===== src/rtl/stack_unit.sv =====
// stack_unit: LIFO operand stack exposing the top two entries, with occupancy and sticky error flags
module stack_unit #(
    parameter int WIDTH = 32,
    parameter int DEPTH = 16,
    localparam int CW = $clog2(DEPTH + 1)
) (
    input  logic             clk,
    input  logic             rst,
    input  logic             push,
    input  logic             pop,
    input  logic             flush,
    input  logic             clr_err,
    input  logic [WIDTH-1:0] data,
    output logic [WIDTH-1:0] tos,
    output logic [WIDTH-1:0] nos,
    output logic [CW-1:0]    count,
    output logic             empty,
    output logic             full,
    output logic             ovf,
    output logic             unf
);
    localparam int AW = $clog2(DEPTH);
    logic [WIDTH-1:0] mem [DEPTH];
    logic [CW-1:0]    sp;
    logic [AW-1:0]    wr_idx;
    logic             wr, inc, dec, ovf_set, unf_set;
    assign count   = sp;
    assign empty   = sp == '0;
    assign full    = sp == CW'(DEPTH);
    // array contents are never reset, so reads are gated by occupancy
    assign tos     = empty ? '0 : mem[AW'(sp - CW'(1))];
    assign nos     = sp < CW'(2) ? '0 : mem[AW'(sp - CW'(2))];
    assign inc     = !flush && push && !pop && !full;
    assign dec     = !flush && !push && pop && !empty;
    assign wr      = !flush && push && (pop ? !empty : !full);
    assign wr_idx  = AW'(pop ? sp - CW'(1) : sp);
    assign ovf_set = !flush && push && !pop && full;
    assign unf_set = !flush && pop && empty;
    always_ff @(posedge clk)
        if (wr) mem[wr_idx] <= data;
    always_ff @(posedge clk or negedge rst) begin
        if (!rst) begin
            sp  <= '0;
            ovf <= 1'b0;
            unf <= 1'b0;
        end else begin
            sp  <= flush ? '0 : inc ? sp + CW'(1) : dec ? sp - CW'(1) : sp;
            ovf <= ovf_set || (ovf && !clr_err);
            unf <= unf_set || (unf && !clr_err);
        end
    end
endmodule

===== config.mk =====
export PLATFORM = sky130hd
export DESIGN_NAME = stack_unit
export DESIGN_NICKNAME = d
export VERILOG_FILES = /design/src/rtl/stack_unit.sv
export SDC_FILE = /design/constraint.sdc
export NUM_CORES = 1
export LEC_CHECK = 0
export ABC_AREA = 1
export BUFFER_PORTS_ARGS = -buffer_cell sky130_fd_sc_hd__buf_2
export CAP_MARGIN = 20
export CORE_UTILIZATION = 30
export CTS_BUF_LIST = sky130_fd_sc_hd__clkbuf_8
export CTS_CLUSTER_DIAMETER = 200
export CTS_CLUSTER_SIZE = 30
export DETAILED_ROUTE_END_ITERATION = 16
export GPL_ROUTABILITY_DRIVEN = 0
export PLACE_DENSITY_LB_ADDON = 0.25
export SLEW_MARGIN = 10
export SYNTH_ARGS = -nofsm -noshare
export SYNTH_HDL_FRONTEND = slang
export SYNTH_SLANG_ARGS = --single-unit

===== constraint.sdc =====
create_clock -name clk -period 11.33 [get_ports clk]
set_input_delay 1.6995 -clock clk [delete_from_list [all_inputs] [get_ports clk]]
set_output_delay 1.6995 -clock clk [all_outputs]
set_load 0.01 [all_outputs]

==> run summary, run 1 <==
Clock Path Buffers: 3
multi-input logic area: 9440 sq um
post-cts sizing count: 0
antenna-violating nets left: 0
post-synth cell types: 25
die width: 302 um
initial antenna violation count: 2
largest net degree at the start of global routing: 278
worst-margin pin slew: 1.24 ns
status: completed
Peak VDD IR: 0.154 mV
syn avg cell area: 8.45 sq um
crit path max fanout: 87
clock sinks: 519
CTS tree: yes
minimum clock period: 7.46 ns
RSZ-0062 raised after global routing: false
initial core utilization: 0.304
final setup skew: 0.0532 ns
max-cap violations: 0
layout cells sized above 1: 0.0654
Critical Path End Type: output port
worst hold slack: 0.546 ns
drt total wl: 84700 um
Clock Pin Slew Worst Setup and Hold Paths: 0.18 ns
Pwr Density: 204 nW/um^2
Max Clock Freq: 134 MHz
synthesized cell area: 27100 sq um
Final TNS setup: 0 ns
DR WL/cell: 19.6 um
max_slew headroom: 0.172
Initial DRC Count: 1786
GRT Util Overall: 0.184
Ys Warns: 0
P_leak: 11.9 nW
worst min path class: reg2reg
core footprint: 88900 sq um
DPL Wire Length: 46700 um
Sequential Area: 15600 sq um
Hold Buf Count CTS: 0
WP data required: 9.63 ns
Critical Path Start Type: register
# IOs: 111
sequential fraction of the synthesis area: 0.574
gr ovfl total: 0
CP arrival: 5.76 ns
first-pass GRT wire length: 127000 um
# setup viols final: 0
number of global-route vias before repair: 19500
root buffer cell: clkbuf_8
fill cell count: 9285
DRC Markers: 0
H-tree lvl count: 1
syn_nets: 3245
Rows: 109
DIE AREA: 91400 sq um
Final Cycle Share: 0.658
Max Slew Vio Count: 0
fin nets: 3202
Placed Area: 28600 sq um
Mapped Cells: 3202
Final Hold Fails: 0
Post-CTS Setup Repair Bufs: 0
Vias/cell: 4.93
Crit Path Class: reg2out
Seq cells post-synth: 519
Vias: 21400
clock insertion delay at the later pin of the skew report: 0.70 ns
DR pass1 iterations: 5
CTS Buf Count: 21
Die Y: 302 um
Buffers on Ports: 110
Final Cell Area: 29000 sq um
Area growth syn-to-layout: 7.09%
Final Power: 5.92 mW
==> cells in the mapped netlist <==
cell type | count | area [sq um]
a21oi_1 | 190 | 951
buf_1 | 25 | 93.8
buf_2 | 128 | 641
buf_4 | 6 | 45.0
buf_6 | 3 | 33.8
clkbuf_1 | 54 | 203
clkinv_1 | 1 | 3.75
dfrtp_1 | 7 | 175
edfxtp_1 | 512 | 15400
ha_1 | 5 | 62.6
inv_1 | 324 | 1220
inv_2 | 6 | 22.5
nand2_1 | 990 | 3720
nand2_2 | 1 | 6.26
nand3_1 | 561 | 2810
nand4_1 | 2 | 12.5
nor2_1 | 214 | 803
nor3_1 | 1 | 5.00
o211ai_1 | 5 | 37.5
o21ai_0 | 158 | 791
o21ai_1 | 2 | 10.0
o22ai_1 | 1 | 6.26
o32ai_1 | 1 | 8.76
xnor2_1 | 2 | 17.5
xor2_1 | 3 | 26.3
==> layout by cell type, fill, tap and decap left out, drive strengths merged <==
cell	n
ha	5
nand4	2
o21ai	160
buf	150
nand2	991
o32ai	1
xnor2	2
nor3	1
nor2	214
dfrtp	7
xor2	3
o211ai	5
o22ai	1
nand3	561
inv	337
edfxtp	512
diode	1
clkinv	3
clkinvlp	1
clkbuf	21
a21oi	190
==> final timing paths <==
path                       slack [ns]  cells after the start  startpoint           to
min                              0.55                      2         ovf          ovf
min reg2reg                      0.55                      2         ovf          ovf
max reg2reg                      5.51                      9    count[1]  mem[13][18]
max                              3.87                     12    count[1]      tos[20]
min in group asynchronous        0.82                      1         rst     count[4]
max in group asynchronous       10.28                      1         rst     count[1]
==> power breakdown <==
part	internal [mW]	switching, mW	leakage [nW]
logic	0.841	2.12	7.01
clock network	0.179	0.581	0.205
registers	2.17	0.0308	4.70
total	3.19	2.73	11.9
==> metal layers <==
layer / part of all wire / track usage
met1: 0.46 / 0.260
met2: 0.47 / 0.302
met3: 0.054 / 0.0208
met4: 0.020 / 0.0394
met5: 0.00015 / 0
==> critical path, cell delays in order (launching register included) <==
cell and delay (ns):
dfrtp_4 0.53, inv_6 0.51, buf_4 0.78, ha_4 0.55, inv_6 0.75, buf_4 0.92
a21oi_1 0.07, o21ai_0 0.12, nand3_1 0.08, nand3_1 0.11, nand2_1 0.06, nor2_1 0.31
buf_2 0.21
==> metrics by stage <==
step                      setup slack (ns)  instances  utilization
after floorplan                       7.15       3202            -
after global placement                4.59       4298        0.321
after detailed placement              4.54       4299        0.321
after CTS                             3.74       4330        0.325
after global routing                  3.55       4333        0.326
final                                 3.87       4333        0.326
==> state kept, by name, summed over array words and instances (netlist names) <==
signal	flops
ovf	1
unf	1
count	5
mem	512
==> layout make-up <==
cell class              instances  share of cell area
clock buffers                  21             0.00997
diodes                          1           0.0000863
multi-input cells            2136               0.326
clock inverters                10             0.00233
well taps                    1165              0.0503
repair buffers                150              0.0316
inverters                     331              0.0435
flip-flops and latches        519               0.537
==> cell families (layout without fill, tap and decap cells) <==
group           Yosys count  count (layout)  synth area share
simple gates           1769            1769             0.272
other cells               0               1                 0
xor+xnor                  5               5           0.00162
flops                   519             519             0.574
compound gates          357             357            0.0667
fa+ha+maj                 5               5           0.00231
buf+inv                 547             512            0.0834
No activity file was read; power rests on OpenSTA's default activity.
==> inputs of run 2 (changes only) <==
- ABC_AREA: 1 -> 0
- clock period: 11.33 -> 7.1 ns (I/O delays scaled with it)
==> run 2 against run 1 <==
Against the previous run:
- synthesized area decreased by 11%
- count of clock-buffer cells in the layout unchanged
- combinational power decreased by 29%
- via count decreased by 43%
- die area decreased by 10%
- register-to-register slack got worse by 3.0 ns
- flip-flop and latch count unchanged
- final area decreased by 8.9%
- critical path type unchanged
- highest routed layer unchanged
==> run summary, run 2 <==
status: completed
asr flop ratio synth: 0.0135
Post-synth EDFFs: 512
top-count cell post-synth: edfxtp_1
Area growth syn-to-layout: 9.13%
Critical Path End Type: output port
fin nets: 1277
RR Endpoint: mem[5][9]
n_diodes: 0
core footprint: 79400 sq um
layout cells sized above 1: 0.368
synth cell count leaders: edfxtp_1, mux4_2, mux2i_1
placed cell count: 2258
Post-CTS Setup Repair Bufs: 0
max-cap violations: 0
Biggest register: mem
Die Y: 286 um
root buffer cell: clkbuf_8
clock insertion delay at the later pin of the skew report: 0.65 ns
number of global-route vias before repair: 13200
Clock Path Buffers: 3
GRT Util Overall: 0.157
H-tree lvl count: 1
Final Cycle Share: 0.785
WP data required: 6.03 ns
post-cts sizing count: 0
fin cells: 2290
Buffers on Ports: 110
DPL Wire Length: 38000 um
initial core utilization: 0.305
worst reg2reg path depth: 7
synthesized cell area: 24200 sq um
Crit Path Class: reg2out
GRT met2 Usage: 0.282
worst-margin pin slew: 1.11 ns
Max Clock Freq: 179 MHz
fill cell count: 7553
clock sinks: 519
Largest register FFs: 512
most common flop cell mapped by yosys: edfxtp_1
worst min path class: in2async
met3 Usage GRT: 0.0186
DIE AREA: 81800 sq um
Max Slew Vio Count: 0
Reg-to-Reg Start: count[0]
P_leak: 7.96 nW
GR Layer Usage met1: 0.206
Rows: 103
Final Power: 6.77 mW
# setup viols final: 0
Pwr Density: 256 nW/um^2
Initial DRC Count: 1020
Seq cells post-synth: 519
DR WL/cell: 28.2 um
Hold Buf Count CTS: 0
Vias/cell: 5.36
first-pass GRT wire length: 93200 um
Vias: 12300
largest cells by area after synthesis: edfxtp_1, mux4_2, mux2i_1
RSZ-0062 raised after global routing: false
CTS Buf Count: 21
largest net degree at the start of global routing: 68
Final Hold Fails: 0
commonest non-fill, non-tap cell in the layout: edfxtp_1
CTS tree: yes
Final Cell Area: 26400 sq um
Critical Path Start Type: register
max_slew headroom: 0.256
crit path max fanout: 62
Peak VDD IR: 0.208 mV
CP arrival: 4.51 ns
initial antenna violation count: 6
Clock Pin Slew Worst Setup and Hold Paths: 0.17 ns
drt total wl: 64500 um
Mapped Cells: 1155
post-synth cell types: 42
Placed Area: 26000 sq um
syn avg cell area: 21.0 sq um
DRC Markers: 0
post-synth top area cell: edfxtp_1
DR pass1 iterations: 5
layer carrying the most global-route usage: met2
final setup skew: 0.0425 ns
Worst R2R Setup Slack: 2.49 ns
gr ovfl total: 0
sequential fraction of the synthesis area: 0.642
minimum clock period: 5.58 ns
Ys Warns: 0
syn_nets: 1198
top-area cell type share of the netlist area: 0.635
die width: 286 um
# IOs: 111
commonest non-fill, non-tap cells in the layout: edfxtp_1, mux4_2, mux2i_1
antenna-violating nets left: 0
Final TNS setup: 0 ns
[run 2: cell type report]
type | instances | area [sq um] | share of cell area
Clock buffer | 21 | 289 | 0.0109
Clock inverter | 8 | 56.3 | 0.00213
Inverter | 6 | 22.5 | 0.000852
Multi-Input combinational cell | 538 | 8240 | 0.312
Sequential cell | 519 | 15600 | 0.589
Tap cell | 1050 | 1310 | 0.0497
Timing Repair Buffer | 148 | 938 | 0.0355
[run 2: worst max path at each step]
stage | startpoint | end | slack (ns) | cells past startpoint
after floorplan | count[0] | mem[1][0] | 3.04 | 12
after global placement | count[0] | tos[30] | 2.10 | 7
after detailed placement | count[0] | tos[30] | 2.16 | 7
after CTS | count[0] | tos[30] | 1.40 | 7
after global routing | count[0] | tos[30] | 1.20 | 7
final | count[0] | nos[3] | 1.52 | 6
[run 2: power breakdown]
part	switching [mW]	internal (mW)
clock	0.886	0.284
sequential	0.0607	3.42
combinational	1.15	0.965
[run 2: cells by family after synthesis]
logic type      count (synthesis)  share of synthesized area
mux                           386                      0.292
fa+ha+maj                       5                    0.00258
simple gates                   54                     0.0121
compound gates                 86                     0.0229
xor+xnor                        7                    0.00253
buf+inv                        98                     0.0257
flops                         519                      0.642
[run 2: critical path, cell delays in order, from the launching register on]
cell     delay (ns)
dfrtp_4        1.10
buf_4          0.65
buf_4          0.83
mux4_2         0.60
mux2i_1        0.21
o22ai_1        0.18
buf_2          0.22
[run 2: metal layers]
metal / share of wire / vias to the layer above
li1: - / 5137
met1: 0.43 / 6781
met3: 0.042 / 47
met5: 0.00070 / -
met4: 0.010 / 8
met2: 0.52 / 294
[run 2: stage by stage]
step,setup slack (ns),util,hold slack [ns]
final,1.52,0.333,0.212
after global routing,1.20,0.333,0.177
after CTS,1.40,0.332,0.168
after detailed placement,2.16,0.328,0.499
after global placement,2.10,0.327,0.496
after floorplan,3.04,-,0.540
